===== config.mk =====
export PLATFORM = sky130hd
export DESIGN_NAME = irrigation_ctrl_flat
export DESIGN_NICKNAME = d
export VERILOG_FILES = /design/src/rtl/irrigation_pkg.sv /design/src/rtl/irrigation_ctrl_if.sv /design/src/rtl/irrigation_ctrl_tank_pump_ctrl.sv /design/src/rtl/irrigation_ctrl.sv /design/src/flat_wrapper.sv
export SDC_FILE = /design/constraint.sdc
export NUM_CORES = 1
export LEC_CHECK = 0
export CORE_MARGIN = 10
export CORE_UTILIZATION = 44
export DETAILED_ROUTE_END_ITERATION = 8
export GPL_TIMING_DRIVEN = 0
export PLACE_DENSITY = 0.82
export SYNTH_ARGS = -nofsm -noshare
export SYNTH_HDL_FRONTEND = slang
export SYNTH_HIERARCHICAL = 1
export SYNTH_SLANG_ARGS = --single-unit

===== constraint.sdc =====
create_clock -name CLK -period 1.95 [get_ports CLK]
set_clock_uncertainty 0.1 [all_clocks]
set_input_delay 0.195 -clock CLK [delete_from_list [all_inputs] [get_ports CLK]]
set_output_delay 0.195 -clock CLK [all_outputs]
set_load 0.01 [all_outputs]

===== src/rtl/irrigation_pkg.sv =====
// Shared types and constants for the multi-zone irrigation controller.
package irrigation_pkg;

    typedef enum logic [1:0] {
        IDLE     = 2'd0,
        WATER    = 2'd1,
        COOLDOWN = 2'd2
    } zone_state_t;

    localparam logic [1:0] LVL_EMPTY = 2'b00;
    localparam logic [1:0] LVL_LOW   = 2'b01;
    localparam logic [1:0] LVL_OK    = 2'b10;
    localparam logic [1:0] LVL_FULL  = 2'b11;

endpackage


===== src/rtl/irrigation_ctrl_if.sv =====
// Sensor inputs and actuator outputs of the irrigation controller.
interface irrigation_ctrl_if #(
    parameter int unsigned NZONES = 4,
    parameter int unsigned MW     = 8
);
    localparam int unsigned ZW = $clog2(NZONES);

    logic [NZONES*MW-1:0] Moisture_sensor;
    logic [1:0]           Water_sensor;
    logic                 Fault_clr;
    logic                 Pump;
    logic [NZONES-1:0]    Sprinkler;
    logic [ZW-1:0]        Active_zone;
    logic [NZONES-1:0]    Fault;

    // Environment / supervisor side: drives sensors, observes actuators.
    modport master (
        output Moisture_sensor, Water_sensor, Fault_clr,
        input  Pump, Sprinkler, Active_zone, Fault
    );

    // Controller side.
    modport slave (
        input  Moisture_sensor, Water_sensor, Fault_clr,
        output Pump, Sprinkler, Active_zone, Fault
    );
endinterface


===== src/rtl/irrigation_ctrl_tank_pump_ctrl.sv =====
// Tank-fill pump with level hysteresis: on at empty/low, off at full.
module tank_pump_ctrl
    import irrigation_pkg::*;
(
    input  logic       CLK,
    input  logic       Reset,
    input  logic [1:0] Water_sensor,
    output logic       Pump
);

    // Pump register: set below OK, cleared at FULL, held at OK.
    always_ff @(posedge CLK) begin
        if (Reset) begin
            Pump <= 1'b0;
        end else begin
            case (Water_sensor)
                LVL_EMPTY, LVL_LOW: Pump <= 1'b1;
                LVL_FULL:           Pump <= 1'b0;
                default:            Pump <= Pump;
            endcase
        end
    end

endmodule


===== src/rtl/irrigation_ctrl.sv =====
// Multi-zone irrigation controller: round-robin zone watering with
// hysteresis, max-on timeout with sticky per-zone fault, and cooldown.
module irrigation_ctrl
    import irrigation_pkg::*;
#(
    parameter int unsigned NZONES  = 4,
    parameter int unsigned MW      = 8,
    parameter int unsigned LOW_TH  = 64,
    parameter int unsigned HIGH_TH = 160,
    parameter int unsigned MAX_ON  = 16,
    parameter int unsigned COOL    = 4
)(
    input  logic              CLK,
    input  logic              Reset,
    irrigation_ctrl_if.slave  bus
);

    localparam int unsigned ZW = $clog2(NZONES);
    localparam int unsigned TW = $clog2(MAX_ON + 1);
    localparam int unsigned CW = $clog2(COOL + 1);

    localparam logic [MW-1:0] LOW_V  = MW'(LOW_TH);
    localparam logic [MW-1:0] HIGH_V = MW'(HIGH_TH);

    zone_state_t       state, state_n;
    logic [ZW-1:0]     ptr, ptr_n;
    logic [TW-1:0]     timer, timer_n;
    logic [CW-1:0]     cool, cool_n;
    logic [NZONES-1:0] sprk, sprk_n;
    logic [ZW-1:0]     az, az_n;
    logic [NZONES-1:0] fault, fault_n;

    logic [NZONES-1:0] dry;
    logic [ZW:0]       pick;
    logic [MW-1:0]     cur_moist;
    logic              cur_wet;
    logic              tank_empty;

    // First set bit of elig at or after start, wrapping; MSB flags a hit.
    function automatic logic [ZW:0] pick_zone(input logic [NZONES-1:0] elig,
                                              input logic [ZW-1:0]     start);
        logic [ZW:0] res;
        int unsigned idx;
        res = '0;
        for (int unsigned i = 0; i < NZONES; i++) begin
            idx = int'(start) + i;
            if (idx >= NZONES) idx = idx - NZONES;
            if (elig[idx] && !res[ZW]) res = {1'b1, ZW'(idx)};
        end
        return res;
    endfunction

    // Per-zone dry flags from the packed moisture bus.
    always_comb begin
        dry = '0;
        for (int unsigned z = 0; z < NZONES; z++) begin
            dry[z] = bus.Moisture_sensor[z*MW +: MW] < LOW_V;
        end
    end

    assign pick       = pick_zone(dry & ~fault, ptr);
    assign cur_moist  = bus.Moisture_sensor[az*MW +: MW];
    assign cur_wet    = cur_moist >= HIGH_V;
    assign tank_empty = bus.Water_sensor == LVL_EMPTY;

    // Zone FSM next-state and registered-output next values.
    always_comb begin
        state_n = state;
        ptr_n   = ptr;
        timer_n = timer;
        cool_n  = cool;
        sprk_n  = sprk;
        az_n    = az;
        fault_n = fault;

        case (state)
            IDLE: begin
                sprk_n = '0;
                if (!tank_empty && pick[ZW]) begin
                    state_n = WATER;
                    az_n    = pick[ZW-1:0];
                    sprk_n  = NZONES'(1) << pick[ZW-1:0];
                    timer_n = TW'(1);
                end
            end
            WATER: begin
                if (cur_wet || tank_empty || timer == TW'(MAX_ON)) begin
                    state_n = COOLDOWN;
                    sprk_n  = '0;
                    timer_n = '0;
                    cool_n  = CW'(1);
                    ptr_n   = (az == ZW'(NZONES - 1)) ? '0 : az + 1'b1;
                    // Wet and empty-tank exits take priority over the timeout fault.
                    if (!cur_wet && !tank_empty) fault_n[az] = 1'b1;
                end else begin
                    timer_n = timer + 1'b1;
                end
            end
            COOLDOWN: begin
                sprk_n = '0;
                if (cool == CW'(COOL)) begin
                    state_n = IDLE;
                    cool_n  = '0;
                end else begin
                    cool_n = cool + 1'b1;
                end
            end
            default: begin
                state_n = IDLE;
                sprk_n  = '0;
            end
        endcase

        // Clear overrides a timeout fault raised on the same edge.
        if (bus.Fault_clr) fault_n = '0;
    end

    // State and output registers.
    always_ff @(posedge CLK) begin
        if (Reset) begin
            state <= IDLE;
            ptr   <= '0;
            timer <= '0;
            cool  <= '0;
            sprk  <= '0;
            az    <= '0;
            fault <= '0;
        end else begin
            state <= state_n;
            ptr   <= ptr_n;
            timer <= timer_n;
            cool  <= cool_n;
            sprk  <= sprk_n;
            az    <= az_n;
            fault <= fault_n;
        end
    end

    assign bus.Sprinkler   = sprk;
    assign bus.Active_zone = az;
    assign bus.Fault       = fault;

    tank_pump_ctrl u_pump (
        .CLK          (CLK),
        .Reset        (Reset),
        .Water_sensor (bus.Water_sensor),
        .Pump         (bus.Pump)
    );

endmodule


===== src/flat_wrapper.sv =====
// flat-port wrapper written by rule: the top's interface ports become plain ports
module irrigation_ctrl_flat import irrigation_pkg::*;
#(
    parameter int unsigned NZONES  = 4,
    parameter int unsigned MW      = 8,
    parameter int unsigned LOW_TH  = 64,
    parameter int unsigned HIGH_TH = 160,
    parameter int unsigned MAX_ON  = 16,
    parameter int unsigned COOL    = 4
)
  (CLK, Reset, bus_Moisture_sensor, bus_Water_sensor, bus_Fault_clr, bus_Pump, bus_Sprinkler, bus_Active_zone, bus_Fault);
  irrigation_ctrl_if #(.NZONES(NZONES), .MW(MW)) bus_i ();
  input  logic CLK;
  input  logic Reset;
  input wire logic [$bits(bus_i.Moisture_sensor)-1:0] bus_Moisture_sensor;
  input wire logic [$bits(bus_i.Water_sensor)-1:0] bus_Water_sensor;
  input wire logic [$bits(bus_i.Fault_clr)-1:0] bus_Fault_clr;
  output wire logic [$bits(bus_i.Pump)-1:0] bus_Pump;
  output wire logic [$bits(bus_i.Sprinkler)-1:0] bus_Sprinkler;
  output wire logic [$bits(bus_i.Active_zone)-1:0] bus_Active_zone;
  output wire logic [$bits(bus_i.Fault)-1:0] bus_Fault;
  assign bus_i.Moisture_sensor = bus_Moisture_sensor;
  assign bus_i.Water_sensor = bus_Water_sensor;
  assign bus_i.Fault_clr = bus_Fault_clr;
  assign bus_Pump = bus_i.Pump;
  assign bus_Sprinkler = bus_i.Sprinkler;
  assign bus_Active_zone = bus_i.Active_zone;
  assign bus_Fault = bus_i.Fault;
  irrigation_ctrl #(.NZONES(NZONES), .MW(MW), .LOW_TH(LOW_TH), .HIGH_TH(HIGH_TH), .MAX_ON(MAX_ON), .COOL(COOL)) u_core (.CLK(CLK), .Reset(Reset), .bus(bus_i));
endmodule

==> impl_results.md, run 1 <==
- Sequential share of the synthesized area: a little over a third
- Slew headroom: between 60% and 70%
- Layout Cells excl Fill: 213
- Drt initial violations: 73
- Final Hold Vio Count: 0
- DRC: 0
- Setup ws final: roughly 0.046 ns
- Mapped Cells: ~150
- Leak pwr: roughly 0.57 nW
- H-tree depth: 1
- Skew-Pair Late Insertion Delay: between 0.3 and 0.4 ns
- Top delay family on crit path: simple AND/OR/NAND/NOR gates
- Die ar.: 5480 um^2
- Antenna cells: 0
- Critical path arrival: 2.03 ns
- Core Area: around 2800 um^2
- Postcts setup bufs: 0
- Detailed Place HPWL: roughly 2.8 mm
- Dpl cells: 210
- Final setup violating endpoints: 0
- Bufs on Longest Clock Path: 2
- Num ports: 48
- Asr flop ratio synth: 0%
- Post-Syn Area per Cell: 8.45 um^2
- Vias in the first global route: roughly 1400
- Nets: 228
- First-pass GRT wire length: 6.13 mm
- Synth Cell Area: between 1000 and 1500 um^2
- Synth Flop Type: dfxtp_1
- Final worst-path cycle share: 97.7%
- WP data required: between 2 and 2.5 ns
- Worst path cell trace: or4_1, a21o_1, o211a_2, or3_1, o32ai_1
- Yosys top cell by area: dfxtp_1
- Setup slack at placement: -0.283 ns
- RSZ-0062 raised after global routing: false
- FF-to-FF Start: u_core/bus.Fault[2]
- Minimum clock period: ~1.9 ns
- Fmax achieved: 0.525 GHz
- Pwr dens: between 600 and 700 nW/um^2
- R2R Path End: u_core/bus.Sprinkler[2]
- Clock slew seen by the registers of the worst setup and hold paths: 0.14 ns
- Slew @ Worst Pin: around 0.54 ns
- VDD IR-drop max: approximately 410 uV
- Outcome: completed
- Post-CTS Hold Fix Bufs: 0
- Max stage delay cell, worst path: or4_1
- Critical Path Start: u_core/bus.Fault[2]
- Layout cell share with drive strength beyond 1: between 10% and 20%
- Final slew viol count: 0
- Synth top area cells: dfxtp_1, ha_1, a21oi_1
- Root Driver: clkbuf_4
- Commonest cells post-synth: dfxtp_1, a21oi_1, inv_1, nand3_1, nor2_1
- Number of synthesized flops with an enable pin: 0
- Post-Route WL: 3.70 mm
- First-pass iteration count of the detailed router: 4
- GPL Wtd Cong: between 0.8 and 0.9
- FF-to-FF setup slack: between 0.04 and 0.05 ns
- CP bufs+invs: 0
- P&R area growth vs syn: 27.9%
- Critical path depth in cells: 5
- Remaining Overflow, GRT: 0
- PortBufs: 27
- Critical Path End: u_core/bus.Sprinkler[2]
- Syn. warnings: 6
- Synthesized Nets: approximately 200
- Max cap viols: 0
- Die width: 74.0 um
- Gr usage total: 13.4%
- Initial antenna violation count: 0
- CTS Buf Count: 3
- Synth unique cells: 40
- Pin count of the biggest net entering global routing: 14
- Synth top area share: between 30 and 40%
- Setup TNS: 0 ns
- Antenna Nets Post-Route: 0
- # clock sinks: 23
- CTS tree: yes
- CP peak stage delay: 0.51 ns
- Nature of the critical path startpoint: flip-flop
- Vias: 1297
- Setup crit end kind: flip-flop
- Min-delay worst type: input port to flip-flop
- Die height: between 70 and 80 um
- Row count: 19
- Count leader, synth: dfxtp_1
- Starting Density: 46.2%
- Worst Setup Path Type: flip-flop to flip-flop
- R2R depth: 5
- Fin util: 59.0%
- Vias per Instance: about 6
- Crit Path Max Fanout: 5
- DR WL/cell: between 15 and 20 um
- Register bit total from synthesis: 23
stage by stage:
stage                     hold WS (ns)  power, mW  area (um^2)
after floorplan                  0.157      0.687         1280
final                            0.342       1.03         1640
after global routing             0.345       1.07         1640
after detailed placement         0.367      0.794         1590
after global placement           0.358      0.780         1590
after CTS                        0.340       1.02         1630
placed cells by master (no fill, tap or decap), types with 2 or more instances in the layout:
cell             instances
a41oi_1                  6
nor2_1                   7
nand3_1                 11
a21o_1                   2
nand2b_1                 4
clkbuf_1                 3
nand2_1                  7
nor3_2                   4
a2111oi_2                2
o32ai_1                  3
a211oi_1                 2
clkdlybuf4s50_1         27
or4_1                    2
nand3b_1                 2
o21ai_0                  3
a21oi_1                 13
nor2_2                   2
clkbuf_4                 4
o211ai_1                 2
ha_1                     8
nor3_1                   7
nand2_2                  2
o2111ai_1                2
nor2b_1                  4
dfxtp_2                  4
a31oi_1                  2
inv_1                   11
dfxtp_1                 19
or3_1                    2
worst min-delay path by stage:
| stage | start | to | slack, ns | depth (start not counted) |
|---|---|---|---|---|
| after global routing | Reset | u_core/u_pump/Pump | 0.35 | 2 |
| after global placement | u_core/bus.Sprinkler[3] | u_core/bus.Sprinkler[3] | 0.36 | 2 |
| after floorplan | Reset | u_core/u_pump/Pump | 0.16 | 1 |
| after detailed placement | u_core/bus.Sprinkler[3] | u_core/bus.Sprinkler[3] | 0.37 | 2 |
| after CTS | Reset | u_core/u_pump/Pump | 0.34 | 2 |
| final | Reset | u_core/u_pump/Pump | 0.34 | 2 |
cell type report:
type	instances	area (um^2)
inverters	11	41.3
well taps	31	38.8
multi-input cells	112	771
fillers	245	1140
repair buffers	27	270
flip-flops and latches	23	465
clock buffers	3	22.5
plain buffers	5	27.5
clock inverters	1	5.00
routing by layer:
layer	part of all wire [%]	up-vias	global-route usage [%]	wire length (um)
met5	0	-	0	0
met4	0.92	0	4.76	34
met3	6.7	5	2.66	249
met2	51	44	23.6	1880
met1	42	619	15.8	1540
li1	-	629	-	-
where the power goes:
part	internal, mW	switching, mW
logic	0.114	0.158
registers	0.496	0.0274
clock network	0.0766	0.153
total	0.686	0.339
state kept, by name, summed over array words and instances (netlist names):
signal	count
u_core/ptr	2
u_core/timer	5
u_core/state	2
u_core/bus.Fault	4
u_core/u_pump/Pump	1
u_core/bus.Active_zone	2
u_core/bus.Sprinkler	4
u_core/cool	3
repair_timing:
action | in CTS | in global routing
pin swaps | 0 | 0
gates resized for setup | 2 | 7
endpoints found under the hold margin | 0 | 0
setup endpoints to repair | 13 | 6
kinds of logic (layout without fill, tap and decap cells):
logic type                 count (synthesis)  in the layout  share of synthesized area, %
muxes                                      1              1                         0.780
and+or+nand+nor                           58             58                          24.9
AOI/OAI and AO/OA                         45             45                          25.0
adders and majority gates                  8              8                          7.80
buffers and inverters                     17             47                          5.65
DFF                                       23             23                          35.9
Note: power is estimated with default switching activity, not from simulation.
==> run 2: changes to the inputs <==
--- a/config.mk
+++ b/config.mk
@@ -5,6 +5,7 @@
 export SDC_FILE = /design/constraint.sdc
 export NUM_CORES = 1
 export LEC_CHECK = 0
+export CAP_MARGIN = 30
 export CORE_MARGIN = 10
 export CORE_UTILIZATION = 44
 export DETAILED_ROUTE_END_ITERATION = 8
==> results of run 2 <==
Final layout, timing and power as in run 1 (identical DEF).
==> run 3: changes to the inputs <==
--- a/config.mk
+++ b/config.mk
@@ -6,11 +6,13 @@
 export NUM_CORES = 1
 export LEC_CHECK = 0
 export CAP_MARGIN = 30
+export CELL_PAD_IN_SITES_DETAIL_PLACEMENT = 0
+export CELL_PAD_IN_SITES_GLOBAL_PLACEMENT = 1
 export CORE_MARGIN = 10
-export CORE_UTILIZATION = 44
+export CORE_UTILIZATION = 31
 export DETAILED_ROUTE_END_ITERATION = 8
 export GPL_TIMING_DRIVEN = 0
-export PLACE_DENSITY = 0.82
+export PLACE_DENSITY = 0.8
 export SYNTH_ARGS = -nofsm -noshare
 export SYNTH_HDL_FRONTEND = slang
 export SYNTH_HIERARCHICAL = 1
==> constraint.sdc (replaced) <==
create_clock -name CLK -period 2.1 [get_ports CLK]
set_clock_uncertainty 0.1 [all_clocks]
set_input_delay 0.21 -clock CLK [delete_from_list [all_inputs] [get_ports CLK]]
set_output_delay 0.21 -clock CLK [all_outputs]
set_load 0.01 [all_outputs]
==> run 3 against run 2 <==
  * Utilization is 17 points lower
  * Register-to-register slack better by 0.11 ns
  * First-iteration DRC count is 15% higher
  * Sequential share of layout area is 0.75 points lower
  * Wire length is 0.92% higher
  * Sequential power is 7.6% lower
  * Via count is 2.7% lower
  * Die area is 30% higher
  * Final area is 1.9% higher
  * Worst setup slack better by 0.067 ns
  * Combinational power is 8.5% lower
  * Critical path type is now input port to flip-flop
  * Largest power group unchanged
  * Highest routed layer unchanged
==> impl_results.md, run 3 (same netlist as run 1, synthesis figures left out) <==
- Initial antenna violation count: 0
- Nets: roughly 230
- Vias: ~1300
- Vias per Instance: 5.42
- Clock slew seen by the registers of the worst setup and hold paths: 0.08 ns
- RSZ-0062 raised after global routing: false
- Detailed Place HPWL: around 2.9 mm
- Row count: 23
- Most common cell after layout, fill and taps aside: clkdlybuf4s50_1
- Final Hold Vio Count: 0
- Vias in the first global route: 1231
- Root Driver: clkbuf_8
- Setup crit end kind: flip-flop
- Remaining Overflow, GRT: 0
- Antenna cells: 0
- Antenna Nets Post-Route: 0
- Worst Setup Path Type: input port to flip-flop
- Core Area: around 4000 um^2
- Starting Density: between 30% and 40%
- Nature of the critical path startpoint: input port
- Final worst-path cycle share: 94.6%
- Critical path arrival: 2.04 ns
- Design area: ~1700 um^2
- Pin count of the biggest net entering global routing: 13
- P&R area growth vs syn: 30.3%
- H-tree depth: 1
- VDD IR-drop max: 182 uV
- Max cap viols: 0
- PortBufs: 27
- Bufs on Longest Clock Path: 2
- Gr usage total: about 10%
- Leak pwr: slightly below 0.6 nW
- Die height: between 80 and 90 um
- WP data required: ~2.2 ns
- CTS tree: yes
- Worst path cell trace: clkdlybuf4s50_1, nor3_1, or4_1, and2_1, clkbuf_1, a2111oi_1
- Drt initial violations: 84
- Die width: approximately 84 um
- Most frequent cells in the layout: clkdlybuf4s50_1, dfxtp_1, a21oi_1
- Outcome: completed
- Min-delay worst type: flip-flop to flip-flop
- Number of flip-flops under the largest register name: 5
- Skew-Pair Late Insertion Delay: ~0.26 ns
- Crit Path Max Fanout: 8
- DR WL/cell: between 15 and 20 um
- Max stage delay cell, worst path: or4_1
- GPL Wtd Cong: slightly below 0.9
- Slew headroom: 67.6%
- First-pass iteration count of the detailed router: 4
- Layout cell share with drive strength beyond 1: 8.74%
- CP peak stage delay: 0.56 ns
- DRC: 0
- Fmax achieved: between 0.5 and 0.6 GHz
- Slew @ Worst Pin: just under 0.5 ns
- Pwr dens: approximately 600 nW/um^2
- Minimum clock period: slightly below 2 ns
- Final slew viol count: 0
- Placed Area: 1620 um^2
- # clock sinks: 23
- Largest Register: u_core/timer
- Post-Route WL: around 3.7 mm
- Fin util: 41.8%
- Final setup violating endpoints: 0
- CTS Buf Count: 3
- Die ar.: about 7000 um^2
- First-pass GRT wire length: between 6 and 7 mm
- Num ports: 48
## run 3: changes by cell type in the layout (fill, tap and decap cells not counted), sizes merged
cell    before  now
clkbuf       7    9
clkinv       1    0
## run 3: report_power, final
part	switching, mW	total (mW)	internal (mW)
clock	0.140	0.275	0.135
combinational	0.142	0.249	0.106
sequential	0.0239	0.483	0.459
total	0.306	1.01	0.701
## run 3: cell type report
class	count	area (um^2)
clock buffers	4	45.0
inverters	11	41.3
well taps	50	62.6
multi-input cells	112	761
repair buffers	27	270
plain buffers	6	31.3
fillers	401	2330
flip-flops and latches	23	462
## run 3: routing by layer
| metal | part of all wire (%) | vias to the layer above | track usage, % | routed length (um) |
|---|---|---|---|---|
| li1 | - | 626 | - | - |
| met1 | 44 | 601 | 11.5 | 1630 |
| met2 | 50 | 30 | 17.1 | 1870 |
| met3 | 5.1 | 5 | 2.90 | 192 |
| met4 | 1.2 | 0 | 3.74 | 46 |
| met5 | 0 | - | 0 | 0 |
## run 3: worst paths after layout
kind | startpoint | cells past startpoint | slack [ns] | to
hold reg to reg | u_core/bus.Sprinkler[1] | 2 | 0.38 | u_core/bus.Sprinkler[1]
setup / recovery | bus_Moisture_sensor[23] | 6 | 0.11 | u_core/timer[4]
hold / removal | u_core/bus.Sprinkler[1] | 2 | 0.38 | u_core/bus.Sprinkler[1]
setup reg to reg | u_core/bus.Fault[0] | 5 | 0.16 | u_core/timer[4]
## run 3: critical path, delay by kind of cell
kind / cells / cell delay, ns
and+or+nand+nor: 3 / 0.81
buffers and inverters: 2 / 0.73
AOI/OAI and AO/OA: 1 / 0.30
## run 3: stage by stage
step           power [mW]  setup WS, ns  TNS [ns]  std cells  hold WS [ns]
2_1_floorplan       0.638         0.313         0        152         0.172
3_3_place_gp        0.731       -0.0913    -0.361        229         0.356
3_5_place_dp        0.739        -0.151    -0.726        229         0.369
4_1_cts              1.02        0.0272         0        233         0.380
5_1_grt              1.07       0.00919         0        233         0.406
6_report             1.01         0.113         0        233         0.378
## run 3: what timing repair did
| item | 4_1_cts | 5_1_grt |
|---|---|---|
| gates resized for setup | 0 | 3 |
| hold buffers | 0 | 0 |
| buffers inserted | 0 | 0 |
| setup endpoints to repair | 0 | 13 |
